[src/rtl/modn_counter_if.sv]
// Control and status bundle for modn_counter.
// The master drives the controls; the slave (the counter) drives the status.
interface modn_counter_if #(
  parameter int WIDTH  = 2,
  parameter int WRAP_W = 4
);
  logic              en;
  logic              dir;
  logic              load;
  logic [WIDTH-1:0]  load_val;
  logic              clr_wraps;
  logic [WIDTH-1:0]  count;
  logic              y;
  logic              tc;
  logic              div_out;
  logic              load_err;
  logic [WRAP_W-1:0] wraps;

  modport master (
    output en, dir, load, load_val, clr_wraps,
    input  count, y, tc, div_out, load_err, wraps
  );

  modport slave (
    input  en, dir, load, load_val, clr_wraps,
    output count, y, tc, div_out, load_err, wraps
  );
endinterface

[src/rtl/modn_counter.sv]
// Programmable modulo-N up/down counter with load, terminal-count strobe,
// registered divided waveform and a saturating wrap counter.
module modn_counter #(
  parameter int MOD      = 3,
  parameter int WIDTH    = 2,
  parameter int HIGH_CNT = 1,
  parameter int WRAP_W   = 4
) (
  input  logic          clk,
  input  logic          reset,
  modn_counter_if.slave bus
);

  if (MOD < 1 || (2 ** WIDTH) < MOD || HIGH_CNT > MOD) begin : g_param_check
    $fatal(1, "modn_counter: illegal MOD/WIDTH/HIGH_CNT combination");
  end

  localparam logic [WIDTH-1:0] CNT_MAX = WIDTH'(MOD - 1);
  // One extra bit so MOD and HIGH_CNT can equal 2**WIDTH without truncation.
  localparam logic [WIDTH:0]   MOD_W   = (WIDTH + 1)'(MOD);
  localparam logic [WIDTH:0]   HIGH_W  = (WIDTH + 1)'(HIGH_CNT);

  logic [WIDTH-1:0]  r_count;
  logic              r_load_err;
  logic              r_div_out;
  logic [WRAP_W-1:0] r_wraps;

  logic [WIDTH-1:0]  w_count_next;
  logic              w_load_err_next;
  logic              w_at_max;
  logic              w_at_zero;
  logic              w_tc;

  assign w_at_max  = (r_count == CNT_MAX);
  assign w_at_zero = (r_count == '0);
  assign w_tc      = bus.en & ~bus.load & ~reset & (bus.dir ? w_at_max : w_at_zero);

  always_comb begin
    w_count_next    = r_count;
    w_load_err_next = 1'b0;
    if (bus.load) begin
      if ({1'b0, bus.load_val} < MOD_W) begin
        w_count_next = bus.load_val;
      end else begin
        w_count_next    = '0;
        w_load_err_next = 1'b1;
      end
    end else if (bus.en) begin
      if (bus.dir) begin
        w_count_next = w_at_max ? '0 : r_count + WIDTH'(1);
      end else begin
        w_count_next = w_at_zero ? CNT_MAX : r_count - WIDTH'(1);
      end
    end
  end

  always_ff @(posedge clk) begin
    if (reset) begin
      r_count    <= '0;
      r_load_err <= 1'b0;
      r_div_out  <= (HIGH_CNT > 0);
      r_wraps    <= '0;
    end else begin
      r_count    <= w_count_next;
      r_load_err <= w_load_err_next;
      // Decoded from the next count so div_out tracks count with no comb path.
      r_div_out  <= ({1'b0, w_count_next} < HIGH_W);
      if (bus.clr_wraps) begin
        r_wraps <= '0;
      end else if (w_tc && (r_wraps != '1)) begin
        r_wraps <= r_wraps + WRAP_W'(1);
      end
    end
  end

  assign bus.count    = r_count;
  assign bus.y        = (r_count == '0);
  assign bus.tc       = w_tc;
  assign bus.div_out  = r_div_out;
  assign bus.load_err = r_load_err;
  assign bus.wraps    = r_wraps;

endmodule

[src/flat_wrapper.sv]
// flat-port wrapper written by rule: the top's interface ports become plain ports
module modn_counter_flat 
#(
  parameter int MOD      = 3,
  parameter int WIDTH    = 2,
  parameter int HIGH_CNT = 1,
  parameter int WRAP_W   = 4
)
  (clk, reset, bus_en, bus_dir, bus_load, bus_load_val, bus_clr_wraps, bus_count, bus_y, bus_tc, bus_div_out, bus_load_err, bus_wraps);
  modn_counter_if #(.WIDTH(WIDTH), .WRAP_W(WRAP_W)) bus_i ();
  input  logic clk;
  input  logic reset;
  input wire logic [$bits(bus_i.en)-1:0] bus_en;
  input wire logic [$bits(bus_i.dir)-1:0] bus_dir;
  input wire logic [$bits(bus_i.load)-1:0] bus_load;
  input wire logic [$bits(bus_i.load_val)-1:0] bus_load_val;
  input wire logic [$bits(bus_i.clr_wraps)-1:0] bus_clr_wraps;
  output wire logic [$bits(bus_i.count)-1:0] bus_count;
  output wire logic [$bits(bus_i.y)-1:0] bus_y;
  output wire logic [$bits(bus_i.tc)-1:0] bus_tc;
  output wire logic [$bits(bus_i.div_out)-1:0] bus_div_out;
  output wire logic [$bits(bus_i.load_err)-1:0] bus_load_err;
  output wire logic [$bits(bus_i.wraps)-1:0] bus_wraps;
  assign bus_i.en = bus_en;
  assign bus_i.dir = bus_dir;
  assign bus_i.load = bus_load;
  assign bus_i.load_val = bus_load_val;
  assign bus_i.clr_wraps = bus_clr_wraps;
  assign bus_count = bus_i.count;
  assign bus_y = bus_i.y;
  assign bus_tc = bus_i.tc;
  assign bus_div_out = bus_i.div_out;
  assign bus_load_err = bus_i.load_err;
  assign bus_wraps = bus_i.wraps;
  modn_counter #(.MOD(MOD), .WIDTH(WIDTH), .HIGH_CNT(HIGH_CNT), .WRAP_W(WRAP_W)) u_core (.clk(clk), .reset(reset), .bus(bus_i));
endmodule
[config.mk]
export PLATFORM = sky130hd
export DESIGN_NAME = modn_counter_flat
export DESIGN_NICKNAME = d
export VERILOG_FILES = /design/src/rtl/modn_counter_if.sv /design/src/rtl/modn_counter.sv /design/src/flat_wrapper.sv
export SDC_FILE = /design/constraint.sdc
export NUM_CORES = 1
export LEC_CHECK = 0
export ABC_AREA = 1
export ABC_CLOCK_PERIOD_IN_PS = 1100
export CAP_MARGIN = 20
export CORE_MARGIN = 3
export CORE_UTILIZATION = 38
export DETAILED_ROUTE_END_ITERATION = 6
export PLACE_DENSITY = 0.72
export SETUP_SLACK_MARGIN = 0.2
export SLEW_MARGIN = 30
export SYNTH_ARGS = -nofsm -noshare
export SYNTH_HDL_FRONTEND = slang
export SYNTH_SLANG_ARGS = --single-unit
[constraint.sdc]
create_clock -name clk -period 1.1 [get_ports clk]
set_input_delay 0.22 -clock clk [delete_from_list [all_inputs] [get_ports clk]]
set_output_delay 0.22 -clock clk [all_outputs]
set_load 0.02 [all_outputs]
* Word level (Yosys, flattened, before mapping)
Index checks and enable logic that the tools add are counted. W data, S select, Z words.
Cells by class: add/subtract/negate cells 3, order comparisons 2, reductions and logical operators 4, bitwise operators 5, muxes and demuxes 8, eq/ne operators 2
Operators with widths (count):
- $mux W2 | 6
- $add A4 B1 Y4 const B | 1
- $ne A4 B4 Y1 const B | 1
- $reduce_or A2 Y1 | 2
- $and A1 B1 Y1 | 3
- $add A2 B1 Y2 const B | 1
- $eq A2 B2 Y1 const B | 1
- $logic_not A2 Y1 | 1
- $lt A2 B1 Y1 const B | 1
- $lt A2 B2 Y1 const B | 1
- $mux W1 | 2
- $not A1 Y1 | 2
- $sub A2 B1 Y2 const B | 1
- $logic_and A1 B1 Y1 | 1
Word-level totals: flip-flop bits (word level) 8, input bits 8, output and inout port bits 10

* Depth between registers and ports, before layout
Gate-level depths: netlist (run 1).
depth in word-level cells 6, depth in mapped cells 8, mapped depth without buffers 8

* Worst setup path after synthesis (run 1)
OpenSTA, ideal clock, no wires.
path type reg2reg, start point reg u_core.r_count[0] (netlist: u_core.bus.count[0]), end point reg u_core.r_wraps[3] (netlist: u_core.bus.wraps[3]), arrival 1371 ps, buffers on the path 0, setup time 70 ps, cell stages (with the launch flop) 9, slack -341 ps, clock period less this slack 1441 ps, required time 1030 ps, cell sequence dfxtp_1 inv_1 ha_1 inv_1 nand2_2 nand2_2 nor2_8 nand3_1 a21oi_1
On the way: cells in the longest elaborated chain, start to end 4, elaborated cells on any way between the ends 5
RTL lines:
- start: declaration | RTL line modn_counter.sv:23 | logic [WIDTH-1:0] r_count;
- start signal: assignment | RTL line modn_counter.sv:64 | r_count <= w_count_next;
- $logic_not A2 Y1
- via bus_y | RTL line flat_wrapper.sv:19 | output wire logic [$bits(bus_i.y)-1:0] bus_y;
- $mux W1 | RTL line modn_counter.sv:36 | assign w_tc = bus.en & ~bus.load & ~reset & (bus.dir ? w_at_max : w_at_zero);
- $and A1 B1 Y1 | RTL line modn_counter.sv:36
- via bus_tc | RTL line flat_wrapper.sv:20 | output wire logic [$bits(bus_i.tc)-1:0] bus_tc;
- $logic_and A1 B1 Y1 | RTL line modn_counter.sv:70 | end else if (w_tc && (r_wraps != '1)) begin
- end signal: assignment | RTL line modn_counter.sv:71 | r_wraps <= r_wraps + WRAP_W'(1);
- end: declaration | RTL line modn_counter.sv:26 | logic [WRAP_W-1:0] r_wraps;
The timed path passes the listed nets, and every way through them passes these cells. A chain may end at the register's enable or synchronous reset.

* Worst setup path in the final report (run 1)
start point reg u_core.r_count[1] (netlist: u_core.bus.count[1]), end point out bus_y
On the way: cells in the longest elaborated chain, start to end 1
RTL lines:
- $logic_not A2 Y1 | RTL line modn_counter.sv:77 | assign bus.y = (r_count == '0);
- end: declaration | RTL line flat_wrapper.sv:19
Every way passes these cells.

==> reports/qor.yml, run 1 <==
run_status:
  status: "finished with violations"
  violations: "negative setup slack"
synth:
  synth_simple_gate_area_share_pct: 37.26
  synth_warnings: 0
  synth_top_area_cell: "dfxtp_1"
  syn_inst: 72
  synth_seq_cells: 8
  syn_nets: 86
  synth_top_family_by_area: "simple AND/OR/NAND/NOR gates"
  synth_compound_area_share_pct: 7.212
  synth_ff_type: "dfxtp_1"
  synth_common_cells: "nand2_1 (16), inv_1 (11), dfxtp_1 (8)"
  ys_seq_area_share_pct: 30.77
  synthMuxAreaShare_pct: 0
  ys_types: 17
  synth_edf_count: 0
  synth_top_area_share_pct: 30.77
  synth_area_leaders: "dfxtp_1 (31%), ha_1 (14%), nand2_1 (12%)"
  syn_area_um2: 520.5
  avgSynthCellArea_um2: 7.229
  yosysMostFrequentCell: "nand2_1"
  async_flop_share_pct: 0
  synth_fa_ha_area_share_pct: 14.42
  synth_xor_area_share_pct: 1.683
timing:
  setup_violations: 11
  relSlewSlack_pct: 83.74
  finalCritPeriodShare_pct: 129.9
  tightest_slew_ps: 241.3
  final.setup.worst_slack_ps: -329.2
  post-route-min-period_ps: 1429
  max_freq_mhz: 699.7
  hold_violations: 0
  final_max_slew_viol_count: 0
  fin_tns_setup_ps: -1920
  rsz0062_at_grt: "yes"
  fin_worst_skew_ps: 1.156
cts:
  cts_buffer_depth: 2
  root_buffer: "clkbuf_4"
  cts_tree: "done"
  clock_sinks: 8
  clkTransAtPathRegs_ps: 60
  htreeDepth: 1
  clk_latency_ps: 270
  cts_buffers: 3
power:
  p_leak_uw: 0.0004779
  ir_drop_v: 0.0007435
  power_density_nw_per_um2: 817.4
  p_total_uw: 869.4
worst_setup_path:
  r2r_start: "u_core.bus.count[1]"
  worstSetupEndpoint: "bus_y"
  required_ps: 880
  path_max_fanout: 3
  crit_path_start: "u_core.bus.count[1]"
  arrival_ps: 1210
  end_kind: "primary output"
  r2r_cells: 8
  r2r_slack_ps: -260
  worst-setup-path-type: "register to primary output"
  r2r_end: "u_core.bus.div_out"
  critPathLaunchType: "register"
grt:
  grt_pass1_wl_um: 2704
  grtUsageTotal_pct: 20.12
  grt_antenna_before_repair: 0
  gr-total-overflow: 0
  grt_max_degree: 6
  grt_pass1_vias: 676
drt:
  drt_iter0_drc: 6
  dr.pass1.iters: 4
  wl_per_cell_um: 13.41
  ant_nets: 0
  via_count: 645
  drc: 0
  totalWireLength_um: 1717
  drt-vias-per-instance: 5.039
finish:
  fin_area_um2: 1064
  diodes: 0
  layoutNonFillerInstCount: 128
  drive_gt1_share_pct: 64.04
  area_delta_synth_final_pct: 104.3
  final_nets: 129
place:
  place_inst: 120
  gp_congestion: 0.8659
  place_area_um2: 875.8
  hpwl_um: 1105
  io_buffers: 17
die:
  rows: 12
  ioPinCount: 18
  die_area_um2: 1850
  die_w_um: 43.01
  dieHeight_um: 43.01
  initial_core_util_pct: 43.88
  core-area_um2: 1186
hold_path:
  min_path_type: "primary input to register"
run:
  drv_cap: 0
## logic make-up (layout without fill, tap and decap cells)
family	count (synthesis)	after routing
compound gates	7	7
xor+xnor	1	1
fa+ha+maj	6	6
buf+inv	12	54
flops	8	8
simple gates	38	38
## placed cells by master (no fill, tap or decap), types with 4 or more instances in the layout
cell type,n
buf_4,17
buf_6,14
nand2_1,9
nand2_2,8
inv_1,7
clkdlybuf4s50_1,6
dfxtp_2,6
nand3_1,4
nor2_1,4
ha_4,4
## worst min path at each step
stage	from	endpoint	cells after the start
6_report	bus_load	u_core.bus.count[0]	3
5_1_grt	bus_load	u_core.bus.count[0]	3
4_1_cts	bus_load	u_core.bus.count[0]	3
3_5_place_dp	u_core.bus.wraps[0]	u_core.bus.wraps[0]	3
3_3_place_gp	u_core.bus.wraps[1]	u_core.bus.wraps[1]	3
2_1_floorplan	reset	u_core.bus.load_err	1
## registers in the layout (all words and copies together), names as in the netlist
register	count
u_core.bus.count	2
u_core.bus.div_out	1
u_core.bus.load_err	1
u_core.bus.wraps	4
## critical path, cell delays in order (launching register included)
cell and delay [ps]:
dfxtp_4 380, inv_4 50, ha_4 160, buf_4 130
buf_6 110, buf_6 120
## where the power goes
| part | leakage, uW | internal (uW) | switching (uW) |
|---|---|---|---|
| Clock | 0.0000150 | 140 | 118 |
| Combinational | 0.000394 | 154 | 144 |
| Sequential | 0.0000689 | 301 | 12.2 |
## per-stage QoR
step           utilization, %  hold WS (ps)  setup slack [ps]
3_3_place_gp            73.84         598.5            -752.9
2_1_floorplan               -         296.4            -100.5
3_5_place_dp            73.84         604.0            -772.2
4_1_cts                 86.60         432.8            -324.5
5_1_grt                 89.66         440.3            -383.4
6_report                89.66         436.5            -329.2
## timing repair
item	4_1_cts	5_1_grt
setup buffers	3	1
resized for setup	83	9
hold buffers	0	0
endpoints found under the setup margin	18	18
pin swaps	16	12
## area by class of cell
type | instances | area (um^2)
clock buffers | 4 | 26.28
fillers | 58 | 122.6
inverters | 12 | 52.55
multi-input cells | 52 | 437.9
flip-flops and latches | 8 | 175.2
well taps | 14 | 17.52
repair buffers | 38 | 354.1
## routing by layer
layer	vias up	global-route usage [%]	routed length (um)
met5	-	0	0
met4	0	10.84	41
met3	7	8.051	82
met2	17	37.43	999
met1	302	18.14	594
li1	319	-	-
(Power assumes the default switching activity.)
==> run 2: changes to the inputs <==
--- a/config.mk
+++ b/config.mk
@@ -13,6 +13,7 @@
 export DETAILED_ROUTE_END_ITERATION = 6
 export PLACE_DENSITY = 0.72
 export SETUP_SLACK_MARGIN = 0.2
+export SKIP_CTS_REPAIR_TIMING = 1
 export SLEW_MARGIN = 30
 export SYNTH_ARGS = -nofsm -noshare
 export SYNTH_HDL_FRONTEND = slang
==> run 2 against run 1 <==
The run still ends with negative setup slack left. Sequential power hardly changed. Register-to-register slack better by 120 ps. Via count is 3.3% lower. Final area is 3.3% lower. Routed wire length is 4.5% lower. Combinational power is 8.4% lower. Global-route usage is 4.1 points lower. First-iteration DRC count is 83% higher. Clock skew hardly changed. Critical endpoint is now bus_tc.
==> reports/qor.yml, run 2 (synthesis gave the netlist of run 1 again) <==
run_status:
  status: "finished with violations"  # unchanged
  violations: "negative setup slack"  # unchanged
place:
  io_buffers: 17  # unchanged
  place_ws_ps: -772.2  # unchanged
  gp_congestion: 0.8659  # unchanged
  hpwl_um: 1105  # unchanged
power:
  ir_drop_v: 0.0007507  # was 0.0007435 V
  power_density_nw_per_um2: 817.9  # was 817.4 nW/um^2
  p_total_uw: 841.2  # was 869.4 uW
  p_leak_uw: 0.0004876  # was 0.0004779 uW
drt:
  drc: 0  # unchanged
  dr.pass1.iters: 3  # was 4
  drt_iter0_drc: 11  # was 6
  wl_per_cell_um: 13.11  # was 13.41 um
  ant_nets: 0  # unchanged
  totalWireLength_um: 1639  # was 1717 um
  via_count: 624  # was 645
  drt-vias-per-instance: 4.992  # was 5.039
hold_path:
  min_path_type: "primary input to register"  # unchanged
cts:
  clkTransAtPathRegs_ps: 60  # about the same
  clock_sinks: 8  # unchanged
  root_buffer: "clkbuf_4"  # unchanged
  cts_buffers: 3  # unchanged
  clk_latency_ps: 260  # was 270 ps
  cts_buffer_depth: 2  # unchanged
  htreeDepth: 1  # unchanged
  cts_tree: "done"  # unchanged
worst_setup_path:
  arrival_ps: 1210  # about the same
  worst-setup-path-type: "register to primary output"  # unchanged
  path_max_fanout: 3  # unchanged
  critPathLaunchType: "register"  # unchanged
  required_ps: 880  # about the same
  end_kind: "primary output"  # unchanged
timing:
  hold_ws_ps: 310.4  # was 436.5 ps
  relSlewSlack_pct: 86.64  # was 83.74%
  max_freq_mhz: 699.7  # about the same
  post-route-min-period_ps: 1429  # about the same
  finalCritPeriodShare_pct: 129.9  # about the same
  setup_violations: 11  # unchanged
  final.setup.worst_slack_ps: -329.2  # about the same
  rsz0062_at_grt: "yes"  # unchanged
  final_max_slew_viol_count: 0  # unchanged
  hold_violations: 0  # unchanged
  tightest_slew_ps: 198.8  # was 241.3 ps
  fin_worst_skew_ps: 0.6769  # was 1.156 ps
  fin_tns_setup_ps: -1249  # was -1920 ps
grt:
  grtUsageTotal_pct: 15.99  # was 20.12%
  grt_antenna_before_repair: 0  # unchanged
  grt_pass1_vias: 554  # was 676
  grtUsageMet2_pct: 27.25  # was 37.43%
  grtUsageMet1_pct: 15.87  # was 18.14%
  gr-total-overflow: 0  # unchanged
  use_met3_pct: 7.627  # was 8.051%
  grt_max_degree: 6  # unchanged
  grt_busiest_layer: "met2"  # unchanged
  grt_pass1_wl_um: 2173  # was 2704 um
finish:
  largest_reg_flops: 4  # unchanged
  diodes: 0  # unchanged
  drive_gt1_share_pct: 58.56  # was 64.04%
  register_area_um2: 175.2  # unchanged
  fillers: 66  # was 58
  fin_util_pct: 86.71  # was 89.66%
  final_nets: 126  # was 129
  mostFrequentLayoutCell: "buf_4"  # unchanged
  multi_input_area_um2: 420.4  # was 437.9 um^2
  area_delta_synth_final_pct: 97.60  # was 104.3%
  layout_common_cells: "buf_4 (15), buf_6 (13), nand2_1 (10)"  # was buf_4 (17), buf_6 (14), nand2_1 (9)
die:
  core-area_um2: 1186  # unchanged
  dieHeight_um: 43.01  # unchanged
  rows: 12  # unchanged
  die_area_um2: 1850  # unchanged
  initial_core_util_pct: 43.88  # unchanged
  die_w_um: 43.01  # unchanged
  ioPinCount: 18  # unchanged
run:
  drv_cap: 0  # unchanged
[run 2: report_power, final]
part | switching (uW) | internal (uW)
Sequential | 11.6 | 301
Combinational | 137 | 137
Clock | 116 | 140
Total | 264 | 577
[run 2: worst max-delay path, stage by stage (launching register included)]
cell     delay, ps
dfxtp_4        380
inv_4           50
ha_4           160
inv_2           50
nand2_2         50
nand2_4         90
nor2_8          30
buf_6          120
[run 2: final cells by class]
type	count	area share [%]
clock buffer	4	2.555
multi-input combinational	52	40.88
sequential	8	17.03
tap	14	1.703
timing repair buffer	35	32.72
inverter	12	5.109
[run 2: stage by stage]
step,std cells,instance area [um^2]
after floorplan,72,560.5
after global placement,120,875.8
after detailed placement,120,875.8
after CTS,124,902.1
after global routing,125,1028
final,125,1028
[run 2: path summary, 6_finish.rpt]
kind                            start             endpoint  slack (ps)  cells past startpoint
setup reg to reg  u_core.bus.count[0]   u_core.bus.div_out        -140                      7
hold reg to reg   u_core.bus.wraps[2]  u_core.bus.wraps[2]         610                      3
hold / removal                  reset  u_core.bus.load_err         310                      3
setup / recovery  u_core.bus.count[1]               bus_tc        -330                      7
[run 2: metal layers]
layer  wire length (um)  part of all wire [%]  vias up
li1                   -                     -      310
met1                605                    37      297
met2                915                    56       13
met3                 88                   5.4        4
met4                 29                   1.8        0
met5                  0                     0        -
